## src/rtl/mfsm_pkg.sv

```systemverilog
// ---------------------------------------------------------------------------
// mfsm_pkg
//  Shared definitions for the multi-cycle RV32I main control FSM:
//  RV32I opcode constants, the FSM state enumeration, the datapath mux
//  select encodings and the packed control vector that the output decoder
//  produces. Also holds two helpers for decoding the opcode: the immediate
//  format select and a recognised-opcode test.
// ---------------------------------------------------------------------------
package mfsm_pkg;

    // RV32I major opcodes (instruction[6:0])
    localparam logic [6:0] OP_LOAD   = 7'd3;
    localparam logic [6:0] OP_I_AL   = 7'd19;
    localparam logic [6:0] OP_AUIPC  = 7'd23;
    localparam logic [6:0] OP_STORE  = 7'd35;
    localparam logic [6:0] OP_REG    = 7'd51;
    localparam logic [6:0] OP_LUI    = 7'd55;
    localparam logic [6:0] OP_BRANCH = 7'd99;
    localparam logic [6:0] OP_JALR   = 7'd103;
    localparam logic [6:0] OP_JAL    = 7'd111;

    // ResultSrc encodings
    localparam logic [1:0] RES_ALUOUT = 2'b00;
    localparam logic [1:0] RES_MEM    = 2'b01;
    localparam logic [1:0] RES_ALURES = 2'b10;

    // ALUSrcA encodings
    localparam logic [1:0] A_PC    = 2'b00;
    localparam logic [1:0] A_OLDPC = 2'b01;
    localparam logic [1:0] A_RS1   = 2'b10;
    localparam logic [1:0] A_ZERO  = 2'b11;

    // ALUSrcB encodings
    localparam logic [1:0] B_RS2  = 2'b00;
    localparam logic [1:0] B_IMM  = 2'b01;
    localparam logic [1:0] B_FOUR = 2'b10;

    // ALUOp encodings
    localparam logic [1:0] ALUOP_ADD   = 2'b00;
    localparam logic [1:0] ALUOP_SUB   = 2'b01;
    localparam logic [1:0] ALUOP_FUNCT = 2'b10;

    // ImmSrc encodings
    localparam logic [2:0] IMM_I = 3'b000;
    localparam logic [2:0] IMM_S = 3'b001;
    localparam logic [2:0] IMM_B = 3'b010;
    localparam logic [2:0] IMM_U = 3'b011;
    localparam logic [2:0] IMM_J = 3'b100;

    typedef enum logic [3:0] {
        S_FETCH,
        S_DECODE,
        S_MEMADR,
        S_MEMREAD,
        S_MEMWB,
        S_MEMWRITE,
        S_EXECR,
        S_EXECI,
        S_ALUWB,
        S_BEQ,
        S_JAL,
        S_JALR_EX,
        S_LUI,
        S_AUIPC,
        S_TRAP
    } state_t;

    // Per-cycle control vector (everything except ImmSrc, which is a pure
    // function of the opcode and therefore lives outside the state table).
    typedef struct packed {
        logic       pc_write;
        logic       adr_src;
        logic       mem_write;
        logic       ir_write;
        logic       reg_write;
        logic [1:0] result_src;
        logic [1:0] alu_src_a;
        logic [1:0] alu_src_b;
        logic [1:0] alu_op;
        logic       instr_done;
    } ctrl_t;

    // Immediate format implied by the opcode; REG and unknown opcodes give I.
    function automatic logic [2:0] imm_src_of(input logic [6:0] op);
        logic [2:0] imm;
        imm = IMM_I;
        case (op)
            OP_STORE:         imm = IMM_S;
            OP_BRANCH:        imm = IMM_B;
            OP_LUI, OP_AUIPC: imm = IMM_U;
            OP_JAL:           imm = IMM_J;
            default:          imm = IMM_I;
        endcase
        return imm;
    endfunction

    function automatic logic op_known(input logic [6:0] op);
        logic known;
        known = 1'b0;
        case (op)
            OP_LOAD, OP_STORE, OP_REG, OP_I_AL, OP_BRANCH,
            OP_JAL, OP_JALR, OP_LUI, OP_AUIPC: known = 1'b1;
            default:                           known = 1'b0;
        endcase
        return known;
    endfunction

endpackage

```

## src/rtl/main_fsm_dec_if.sv

```systemverilog
// ---------------------------------------------------------------------------
// main_fsm_dec_if
//  Bundle between the main control FSM and the multi-cycle datapath.
//  master : FSM side   - receives Op, Zero, mem_ready; drives all controls
//  slave  : datapath   - drives Op, Zero, mem_ready; receives all controls
//  Optional macro MFSM_ILLEGAL_TRAP_EN adds the illegal_op status line.
// ---------------------------------------------------------------------------
interface main_fsm_dec_if;
    logic [6:0] Op;
    logic       Zero;
    logic       mem_ready;
    logic       PCWrite;
    logic       AdrSrc;
    logic       MemWrite;
    logic       IRWrite;
    logic       RegWrite;
    logic [1:0] ResultSrc;
    logic [1:0] ALUSrcA;
    logic [1:0] ALUSrcB;
    logic [1:0] ALUOp;
    logic [2:0] ImmSrc;
    logic       instr_done;
`ifdef MFSM_ILLEGAL_TRAP_EN
    logic       illegal_op;
`endif

    modport master (
        input  Op, Zero, mem_ready,
`ifdef MFSM_ILLEGAL_TRAP_EN
        output illegal_op,
`endif
        output PCWrite, AdrSrc, MemWrite, IRWrite, RegWrite,
        output ResultSrc, ALUSrcA, ALUSrcB, ALUOp, ImmSrc, instr_done
    );

    modport slave (
        output Op, Zero, mem_ready,
`ifdef MFSM_ILLEGAL_TRAP_EN
        input  illegal_op,
`endif
        input  PCWrite, AdrSrc, MemWrite, IRWrite, RegWrite,
        input  ResultSrc, ALUSrcA, ALUSrcB, ALUOp, ImmSrc, instr_done
    );
endinterface

```

## src/rtl/mfsm_out_dec.sv

```systemverilog
// ---------------------------------------------------------------------------
// mfsm_out_dec
//  Combinational state -> control vector table for the main FSM.
//  Moore per state, except the few strobes that are qualified by an input:
//  PCWrite/IRWrite in FETCH (mem_ready), PCWrite in BEQ (Zero), instr_done
//  in MEMWRITE (mem_ready) and in DECODE for an unrecognised opcode.
//  Ports:
//   state_i      current FSM state
//   zero_i       ALU zero flag
//   mem_ready_i  memory completes its access this cycle
//   nop_done_i   DECODE is retiring an unknown opcode as a NOP
//   ctrl_o       control vector (all zero in TRAP and unlisted states)
// ---------------------------------------------------------------------------
module mfsm_out_dec
    import mfsm_pkg::*;
(
    input  state_t state_i,
    input  logic   zero_i,
    input  logic   mem_ready_i,
    input  logic   nop_done_i,
    output ctrl_t  ctrl_o
);

    always_comb begin
        ctrl_o = '0;
        case (state_i)
            S_FETCH: begin
                ctrl_o.alu_src_a  = A_PC;
                ctrl_o.alu_src_b  = B_FOUR;
                ctrl_o.alu_op     = ALUOP_ADD;
                ctrl_o.result_src = RES_ALURES;
                ctrl_o.ir_write   = mem_ready_i;
                ctrl_o.pc_write   = mem_ready_i;
            end
            S_DECODE: begin
                // Precompute OldPC + imm for branch / JAL targets.
                ctrl_o.alu_src_a  = A_OLDPC;
                ctrl_o.alu_src_b  = B_IMM;
                ctrl_o.alu_op     = ALUOP_ADD;
                ctrl_o.instr_done = nop_done_i;
            end
            S_MEMADR, S_JALR_EX: begin
                ctrl_o.alu_src_a = A_RS1;
                ctrl_o.alu_src_b = B_IMM;
            end
            S_MEMREAD: begin
                ctrl_o.adr_src    = 1'b1;
                ctrl_o.result_src = RES_ALUOUT;
            end
            S_MEMWB: begin
                ctrl_o.result_src = RES_MEM;
                ctrl_o.reg_write  = 1'b1;
                ctrl_o.instr_done = 1'b1;
            end
            S_MEMWRITE: begin
                ctrl_o.adr_src    = 1'b1;
                ctrl_o.mem_write  = 1'b1;
                ctrl_o.instr_done = mem_ready_i;
            end
            S_EXECR: begin
                ctrl_o.alu_src_a = A_RS1;
                ctrl_o.alu_src_b = B_RS2;
                ctrl_o.alu_op    = ALUOP_FUNCT;
            end
            S_EXECI: begin
                ctrl_o.alu_src_a = A_RS1;
                ctrl_o.alu_src_b = B_IMM;
                ctrl_o.alu_op    = ALUOP_FUNCT;
            end
            S_ALUWB: begin
                ctrl_o.result_src = RES_ALUOUT;
                ctrl_o.reg_write  = 1'b1;
                ctrl_o.instr_done = 1'b1;
            end
            S_BEQ: begin
                ctrl_o.alu_src_a  = A_RS1;
                ctrl_o.alu_src_b  = B_RS2;
                ctrl_o.alu_op     = ALUOP_SUB;
                ctrl_o.result_src = RES_ALUOUT;
                ctrl_o.pc_write   = zero_i;
                ctrl_o.instr_done = 1'b1;
            end
            S_JAL: begin
                // PC <= target held in ALUOut; ALU forms OldPC+4 for rd.
                ctrl_o.alu_src_a  = A_OLDPC;
                ctrl_o.alu_src_b  = B_FOUR;
                ctrl_o.result_src = RES_ALUOUT;
                ctrl_o.pc_write   = 1'b1;
            end
            S_LUI: begin
                ctrl_o.alu_src_a = A_ZERO;
                ctrl_o.alu_src_b = B_IMM;
            end
            S_AUIPC: begin
                ctrl_o.alu_src_a = A_OLDPC;
                ctrl_o.alu_src_b = B_IMM;
            end
            default: ctrl_o = '0;
        endcase
    end

endmodule

```

## src/rtl/main_fsm_dec.sv

```systemverilog
// ---------------------------------------------------------------------------
// main_fsm_dec
//  Multi-cycle main control FSM for the RV32I core. Steps
//  FETCH -> DECODE -> execute states -> FETCH using Op from the held
//  instruction register, stalling on mem_ready in FETCH/MEMREAD/MEMWRITE.
//  Owns the state register, next-state logic and the ImmSrc decode; the
//  per-state control table lives in mfsm_out_dec.
//  Ports:
//   clk  clock, all state changes on the rising edge
//   rst  synchronous active-high reset; forces every output to 0 while high
//   bus  main_fsm_dec_if.master (Op/Zero/mem_ready in, controls out)
//  Optional macro MFSM_ILLEGAL_TRAP_EN: unknown opcodes enter a TRAP state
//  that holds illegal_op=1 until reset instead of retiring as a NOP.
// ---------------------------------------------------------------------------
module main_fsm_dec
    import mfsm_pkg::*;
(
    input  logic          clk,
    input  logic          rst,
    main_fsm_dec_if.master bus
);

    state_t state_q, state_d;
    ctrl_t  ctrl_raw;
    ctrl_t  ctrl_out;
    logic [2:0] imm_out;
    logic   nop_done;

    always_ff @(posedge clk) begin
        if (rst) begin
            state_q <= S_FETCH;
        end else begin
            state_q <= state_d;
        end
    end

    always_comb begin
        state_d = state_q;
        case (state_q)
            S_FETCH:   state_d = bus.mem_ready ? S_DECODE : S_FETCH;
            S_DECODE: begin
                case (bus.Op)
                    OP_LOAD, OP_STORE: state_d = S_MEMADR;
                    OP_REG:            state_d = S_EXECR;
                    OP_I_AL:           state_d = S_EXECI;
                    OP_BRANCH:         state_d = S_BEQ;
                    OP_JAL:            state_d = S_JAL;
                    OP_JALR:           state_d = S_JALR_EX;
                    OP_LUI:            state_d = S_LUI;
                    OP_AUIPC:          state_d = S_AUIPC;
`ifdef MFSM_ILLEGAL_TRAP_EN
                    default:           state_d = S_TRAP;
`else
                    default:           state_d = S_FETCH;
`endif
                endcase
            end
            // Op is still held from DECODE, so it selects load vs store.
            S_MEMADR: begin
                if (bus.Op == OP_STORE) begin
                    state_d = S_MEMWRITE;
                end else if (bus.Op == OP_LOAD) begin
                    state_d = S_MEMREAD;
                end else begin
                    state_d = S_FETCH;
                end
            end
            S_MEMREAD:  state_d = bus.mem_ready ? S_MEMWB : S_MEMREAD;
            S_MEMWB:    state_d = S_FETCH;
            S_MEMWRITE: state_d = bus.mem_ready ? S_FETCH : S_MEMWRITE;
            S_EXECR, S_EXECI, S_LUI, S_AUIPC: state_d = S_ALUWB;
            S_ALUWB:    state_d = S_FETCH;
            S_BEQ:      state_d = S_FETCH;
            S_JAL:      state_d = S_ALUWB;
            S_JALR_EX:  state_d = S_JAL;
`ifdef MFSM_ILLEGAL_TRAP_EN
            S_TRAP:     state_d = S_TRAP;
`endif
            default:    state_d = S_FETCH;
        endcase
    end

    // An unknown opcode retires in DECODE only when it is treated as a NOP.
`ifdef MFSM_ILLEGAL_TRAP_EN
    assign nop_done = 1'b0;
`else
    assign nop_done = (state_q == S_DECODE) && !op_known(bus.Op);
`endif

    mfsm_out_dec u_out_dec (
        .state_i     (state_q),
        .zero_i      (bus.Zero),
        .mem_ready_i (bus.mem_ready),
        .nop_done_i  (nop_done),
        .ctrl_o      (ctrl_raw)
    );

    // Gate everything with rst so no strobe (especially RegWrite/MemWrite
    // from an aborted instruction) escapes during the reset cycle.
    always_comb begin
        ctrl_out = rst ? '0 : ctrl_raw;
        imm_out  = rst ? 3'b000 : imm_src_of(bus.Op);
    end

    assign bus.PCWrite    = ctrl_out.pc_write;
    assign bus.AdrSrc     = ctrl_out.adr_src;
    assign bus.MemWrite   = ctrl_out.mem_write;
    assign bus.IRWrite    = ctrl_out.ir_write;
    assign bus.RegWrite   = ctrl_out.reg_write;
    assign bus.ResultSrc  = ctrl_out.result_src;
    assign bus.ALUSrcA    = ctrl_out.alu_src_a;
    assign bus.ALUSrcB    = ctrl_out.alu_src_b;
    assign bus.ALUOp      = ctrl_out.alu_op;
    assign bus.instr_done = ctrl_out.instr_done;
    assign bus.ImmSrc     = imm_out;
`ifdef MFSM_ILLEGAL_TRAP_EN
    assign bus.illegal_op = !rst && (state_q == S_TRAP);
`endif

endmodule
```

## src/flat_wrapper.sv

```systemverilog
// flat-port wrapper written by rule: the top's interface ports become plain ports
module main_fsm_dec_flat import mfsm_pkg::*;
  (clk, rst, bus_Op, bus_Zero, bus_mem_ready, bus_PCWrite, bus_AdrSrc, bus_MemWrite, bus_IRWrite, bus_RegWrite, bus_ResultSrc, bus_ALUSrcA, bus_ALUSrcB, bus_ALUOp, bus_ImmSrc, bus_instr_done);
  main_fsm_dec_if bus_i ();
  input  logic clk;
  input  logic rst;
  input wire logic [$bits(bus_i.Op)-1:0] bus_Op;
  input wire logic [$bits(bus_i.Zero)-1:0] bus_Zero;
  input wire logic [$bits(bus_i.mem_ready)-1:0] bus_mem_ready;
  output wire logic [$bits(bus_i.PCWrite)-1:0] bus_PCWrite;
  output wire logic [$bits(bus_i.AdrSrc)-1:0] bus_AdrSrc;
  output wire logic [$bits(bus_i.MemWrite)-1:0] bus_MemWrite;
  output wire logic [$bits(bus_i.IRWrite)-1:0] bus_IRWrite;
  output wire logic [$bits(bus_i.RegWrite)-1:0] bus_RegWrite;
  output wire logic [$bits(bus_i.ResultSrc)-1:0] bus_ResultSrc;
  output wire logic [$bits(bus_i.ALUSrcA)-1:0] bus_ALUSrcA;
  output wire logic [$bits(bus_i.ALUSrcB)-1:0] bus_ALUSrcB;
  output wire logic [$bits(bus_i.ALUOp)-1:0] bus_ALUOp;
  output wire logic [$bits(bus_i.ImmSrc)-1:0] bus_ImmSrc;
  output wire logic [$bits(bus_i.instr_done)-1:0] bus_instr_done;
  assign bus_i.Op = bus_Op;
  assign bus_i.Zero = bus_Zero;
  assign bus_i.mem_ready = bus_mem_ready;
  assign bus_PCWrite = bus_i.PCWrite;
  assign bus_AdrSrc = bus_i.AdrSrc;
  assign bus_MemWrite = bus_i.MemWrite;
  assign bus_IRWrite = bus_i.IRWrite;
  assign bus_RegWrite = bus_i.RegWrite;
  assign bus_ResultSrc = bus_i.ResultSrc;
  assign bus_ALUSrcA = bus_i.ALUSrcA;
  assign bus_ALUSrcB = bus_i.ALUSrcB;
  assign bus_ALUOp = bus_i.ALUOp;
  assign bus_ImmSrc = bus_i.ImmSrc;
  assign bus_instr_done = bus_i.instr_done;
  main_fsm_dec u_core (.clk(clk), .rst(rst), .bus(bus_i));
endmodule
```

## config.mk

```make
export PLATFORM = sky130hd
export DESIGN_NAME = main_fsm_dec_flat
export DESIGN_NICKNAME = d
export VERILOG_FILES = /design/src/rtl/mfsm_pkg.sv /design/src/rtl/main_fsm_dec_if.sv /design/src/rtl/mfsm_out_dec.sv /design/src/rtl/main_fsm_dec.sv /design/src/flat_wrapper.sv
export SDC_FILE = /design/constraint.sdc
export NUM_CORES = 1
export LEC_CHECK = 0
export CORE_AREA = 8 8 52 54
export DETAILED_ROUTE_END_ITERATION = 12
export DIE_AREA = 0 0 60 62
export GPL_ROUTABILITY_DRIVEN = 0
export PLACE_DENSITY = 0.69
export SKIP_CTS_REPAIR_TIMING = 1
export SYNTH_ARGS = -nofsm -noshare
export SYNTH_HDL_FRONTEND = slang
export SYNTH_SLANG_ARGS = --single-unit
export TNS_END_PERCENT = 20
```

## constraint.sdc

```tcl
create_clock -name clk -period 1.35 [get_ports clk]
set_input_delay 0.135 -clock clk [delete_from_list [all_inputs] [get_ports clk]]
set_output_delay 0.135 -clock clk [all_outputs]
set_load 0.01 [all_outputs]
```

### Yosys cells after proc, flatten, opt, wreduce, memory -nomap -nowiden

Cells that the tools add are included.

* reductions and logical operators: 14
* muxes and demuxes: 20
* equality and inequality tests: 22

Operator list (number)
* one-hot mux 4 bit (8 select lines): 1
* one-hot mux 4 bit (7 select lines): 1
* equality test 4 bit, second input constant: 6
* one-hot mux 4 bit (6 select lines): 1
* equality test 7 x 6 -> 1 bit, second input constant: 3
* equality test 7 bit, second input constant: 3
* equality test 4 x 3 -> 1 bit, second input constant: 4
* equality test 7 x 5 -> 1 bit, second input constant: 2
* two-way mux 14 bit: 1
* OR reduction 2 bit: 7
* one-hot mux 3 bit (4 select lines): 1
* two-way mux 3 bit: 3
* OR reduction 9 bit: 1
* equality test 4 x 2 -> 1 bit, second input constant: 2
* one-hot mux 2 bit (2 select lines): 2
* equality test 7 x 2 -> 1 bit, second input constant: 1
* two-way mux 1 bit: 6
* one-hot mux 1 bit (3 select lines): 2
* OR reduction 3 bit: 2
* OR reduction 5 bit: 1
* equality test 4 x 1 -> 1 bit, second input constant: 1
* zero test 4 bit: 1
* two-way mux 4 bit: 1
* two-way mux 2 bit: 1
* 2 further kinds: 2

* register bits: 4
* word-level logic and storage cells: 57
* output and inout port bits: 17

### Logic depth before layout (Yosys ltp)

Gate-level depths: netlist of run 1.

* depth after elaboration: 7
* gate-level depth with buffers: 5
* depth with buffers taken out: 4

### Cells and area by module

From an unflattened synthesis of run 1, not the netlist that was laid out.

* cell total of the unflattened synthesis: 117
* area, all modules: 853.3 µm²

Modules (own cells, without submodules)
* main_fsm_dec: cells each 78, area each 581.8 µm², sequential area each 80.1 µm², times used 1
* mfsm_out_dec: cells each 39, area each 271.5 µm², sequential area each 0.0 µm², times used 1

### Least setup slack after synthesis of run 1

Ideal clock, no wire load.

* kind: register to output
* start point: register u_core.state_q[3]
* end point: output port bus_instr_done
* required time: 1.215 ns
* buffers on the path: 2
* cell stages (with the launch flop): 6
* path slack: -0.227 ns
* arrival: 1.442 ns
* cells stage by stage: dfxtp_1 clkbuf_1 clkbuf_1 nor2b_1 nor2_1 o31ai_1

* word-level cells in the longest chain between the ends: 4
* elaborated cells between the ends (all ways): 9
* those cells by class: eq/ne: 5; mux: 2; reduce/logical: 2

RTL lines
* start, declared: RTL line main_fsm_dec.sv:23 `state_t state_q, state_d;`
* start signal, assigned: RTL line main_fsm_dec.sv:33 `state_q <= state_d;`
* equality test 4 bit (tied with other cells): RTL line mfsm_out_dec.sv:26 `case (state_i)`
* OR reduction 3 bit (no line) or logical AND 1 bit (tied branches)
* one-hot mux 1 bit (3 select lines) *: RTL line mfsm_out_dec.sv:26
* two-way mux 14 bit *: RTL line main_fsm_dec.sv:101 `ctrl_out = rst ? '0 : ctrl_raw;`
* end, declared: RTL line flat_wrapper.sv:20 `output wire logic [$bits(bus_i.instr_done)-1:0] bus_instr_done;`

Every way passes the cells marked *; elsewhere a longest branch is shown, timed or not.

### Final worst setup path of run 1

* start point: register u_core.state_q[1]
* end point: output port bus_IRWrite

* word-level cells in the longest chain between the ends: 3

RTL lines
* zero test 4 bit: RTL line mfsm_out_dec.sv:26
* two-way mux 1 bit: RTL line mfsm_out_dec.sv:26
* two-way mux 14 bit: RTL line main_fsm_dec.sv:101
* end, declared: RTL line flat_wrapper.sv:13 `output wire logic [$bits(bus_i.IRWrite)-1:0] bus_IRWrite;`

Every way passes these cells.

==> results of run 1 <==
==> final cells by class <==
cell class,instances,area (sq um)
Clock buffer,3,22.5
Fill cell,144,508
Inverter,3,11.3
Multi-Input combinational cell,85,654
Sequential cell,4,92.6
Tap cell,27,33.8
Timing Repair Buffer,74,579
==> power groups by stage <==
stage / registers, uW / logic, uW / clock network [uW]
final: 130 / 268 / 144
after global routing: 132 / 290 / 163
after CTS: 133 / 246 / 152
after detailed placement: 135 / 244 / 0
after global placement: 135 / 237 / 0
after floorplan: 128 / 101 / 0
==> synthesized netlist by cell type (all sizes together), types with 2 or more instances <==
cell     number  area share
nor2         13       0.075
nand2         9       0.055
a21oi         7       0.054
clkbuf        7       0.040
nor3          6       0.046
nand2b        5       0.048
a211oi        4       0.046
dfxtp         4        0.12
nor2b         4       0.038
or3           4       0.038
a211o         3       0.042
inv           3       0.017
nand4bb       2       0.034
nor3b         2       0.023
nor4b         2       0.027
o211a         2       0.031
o21ai         2       0.015
o31ai         2       0.023
or2           2       0.019
==> layer usage <==
metal | track usage | routed length, microns
met5 | 0 | 0
met4 | 0.0816 | 57
met3 | 0.0267 | 68
met2 | 0.292 | 1580
met1 | 0.157 | 1350
==> through the flow <==
stage	power [uW]	worst slack, ns	util	hold WS [ns]
2_1_floorplan	229	-0.0491	-	0.312
3_3_place_gp	372	-0.767	0.666	0.755
3_5_place_dp	379	-0.811	0.666	0.756
4_1_cts	530	-0.812	0.678	0.712
5_1_grt	584	-0.313	0.733	0.368
6_report	543	-0.255	0.733	0.342
==> worst max-delay path by stage <==
stage                     slack, ns             end  cells after the start
after floorplan               -0.05  bus_ALUSrcA[1]                      5
after global routing          -0.31     bus_IRWrite                      4
final                         -0.26     bus_IRWrite                      4
after global placement        -0.77  bus_instr_done                      7
after detailed placement      -0.81  bus_instr_done                      7
after CTS                     -0.81   bus_ImmSrc[2]                      5
==> worst max-delay path: stages (launching register included) <==
cell and delay [ns]:
dfxtp_4 0.36, buf_6 0.14, or3_4 0.40, nor3_2 0.19, buf_2 0.15
==> kinds of logic after synthesis <==
group           share of synthesized area
xor+xnor                           0.0268
compound gates                      0.285
buf+inv                            0.0574
simple gates                        0.491
flops                               0.122
mux                                0.0172
==> metrics, run 1 <==
final setup fails=19; Tmin final=1.61 ns; Cells after Synth=99; Yosys Warn Count=0; pwr dens=390 nW/um^2; Antenna Nets Post-Route=0; CTS Buffer Depth=2; first-pass GRT wire length=4.51 mm; Final WS setup=-0.255 ns; Lkg Pwr=0.000687 uW; CTS Root Cell=clkbuf_4; largest net degree at the start of global routing=12; worst path arrival time=1.47 ns; Ant. Diodes=0; max reg flops=4; r2r endpoint=u_core.state_q[1]$_SDFF_PP0_; Post-synth ARST share=0; Yosys cell types=37; Setup crit start kind=register; GRT Resource Usage Total=0.154; IO Pins=28; Mapped Area=654 sq um; crit path max fanout=7; CP required=1.22 ns; vias=1061; reg2reg path depth=7; Mapped Avg Cell Area=6.61 sq um; Starting Density=0.344; reg2reg start=u_core.state_q[1]$_SDFF_PP0_; Die ar.=3720 sq um; core area=1900 sq um; sequential area share after synthesis=0.122; Most used DFF post-synth=dfxtp_1; Final #Nets=182; Final TNS setup=-2.79 ns; via/cell ratio=about 5.4; Final period util=1.19; CTS Buf Count=3; Rows=16; Clock transition at path regs=0.03 ns; placed cell area=1270 sq um; CP startpoint=u_core.state_q[1]$_SDFF_PP0_; Iter 0 DRT Violations=16; Final HPWL DP=2.18 mm; die height=62 microns; Worst Hold Class=input port to register; die width=60 microns; maxcap violations=0; DRC violations left=0; crit end category=output pin; hold depth=5; EDFF count, synth=0; Sw Share=0.326; share of layout cells above drive strength 1=0.598; Finished Layout Cells=196; relative slew slack=0.828; Top Registers=u_core.state_q: 4 flops; Final Skew=~0.0046 ns; status=finished, violations left; design area=~1400 sq um; FF+latch count, synth=4; P_int=366 uW; synth-to-layout area growth=113%; IR drop worst, VDD=0.000391 V; FMAX=623 MHz; CTS sink count=4; Worst R2R Setup Slack=-0.14 ns; WL per Instance=15.6 microns; commonest non-fill, non-tap cell in the layout=buf_4; Worst-Skew Late Latency=0.23 ns; worst hold path endpoint=u_core.state_q[0]$_SDFF_PP0_; share of power burned in registers=0.240; number of global-route vias before repair=1082; hold path start=bus_Op[5]; CP Class=register to output pin; syn_nets=110; Port Buffers=27; initial antenna violation count=0; P_sw=177 uW; placed insts=around 190; Clk network pwr share=0.266; Pins Over Slew Limit=0; Hold Vio Cnt, Final=0; unrepaired setup endpoints after global routing=yes; Largest Register=u_core.state_q; Worst-Margin Slew=0.255 ns; Gate power share=0.494; failing checks=setup timing; total global routing overflow=0; most frequent cells in the layout=buf_4, buf_2, nor2_1, nand2_1, dlymetal6s2s_1; DRT Pass-1 Iters=4; CTS tree=built; H-tree depth=1; routed wire length=approximately 3.1 mm
(Power assumes the default switching activity.)
==> run 2, diff against run 1 <==
- CAP_MARGIN: unset -> 10
==> results of run 2 <==
Final layout, timing and power as in run 1 (identical DEF).
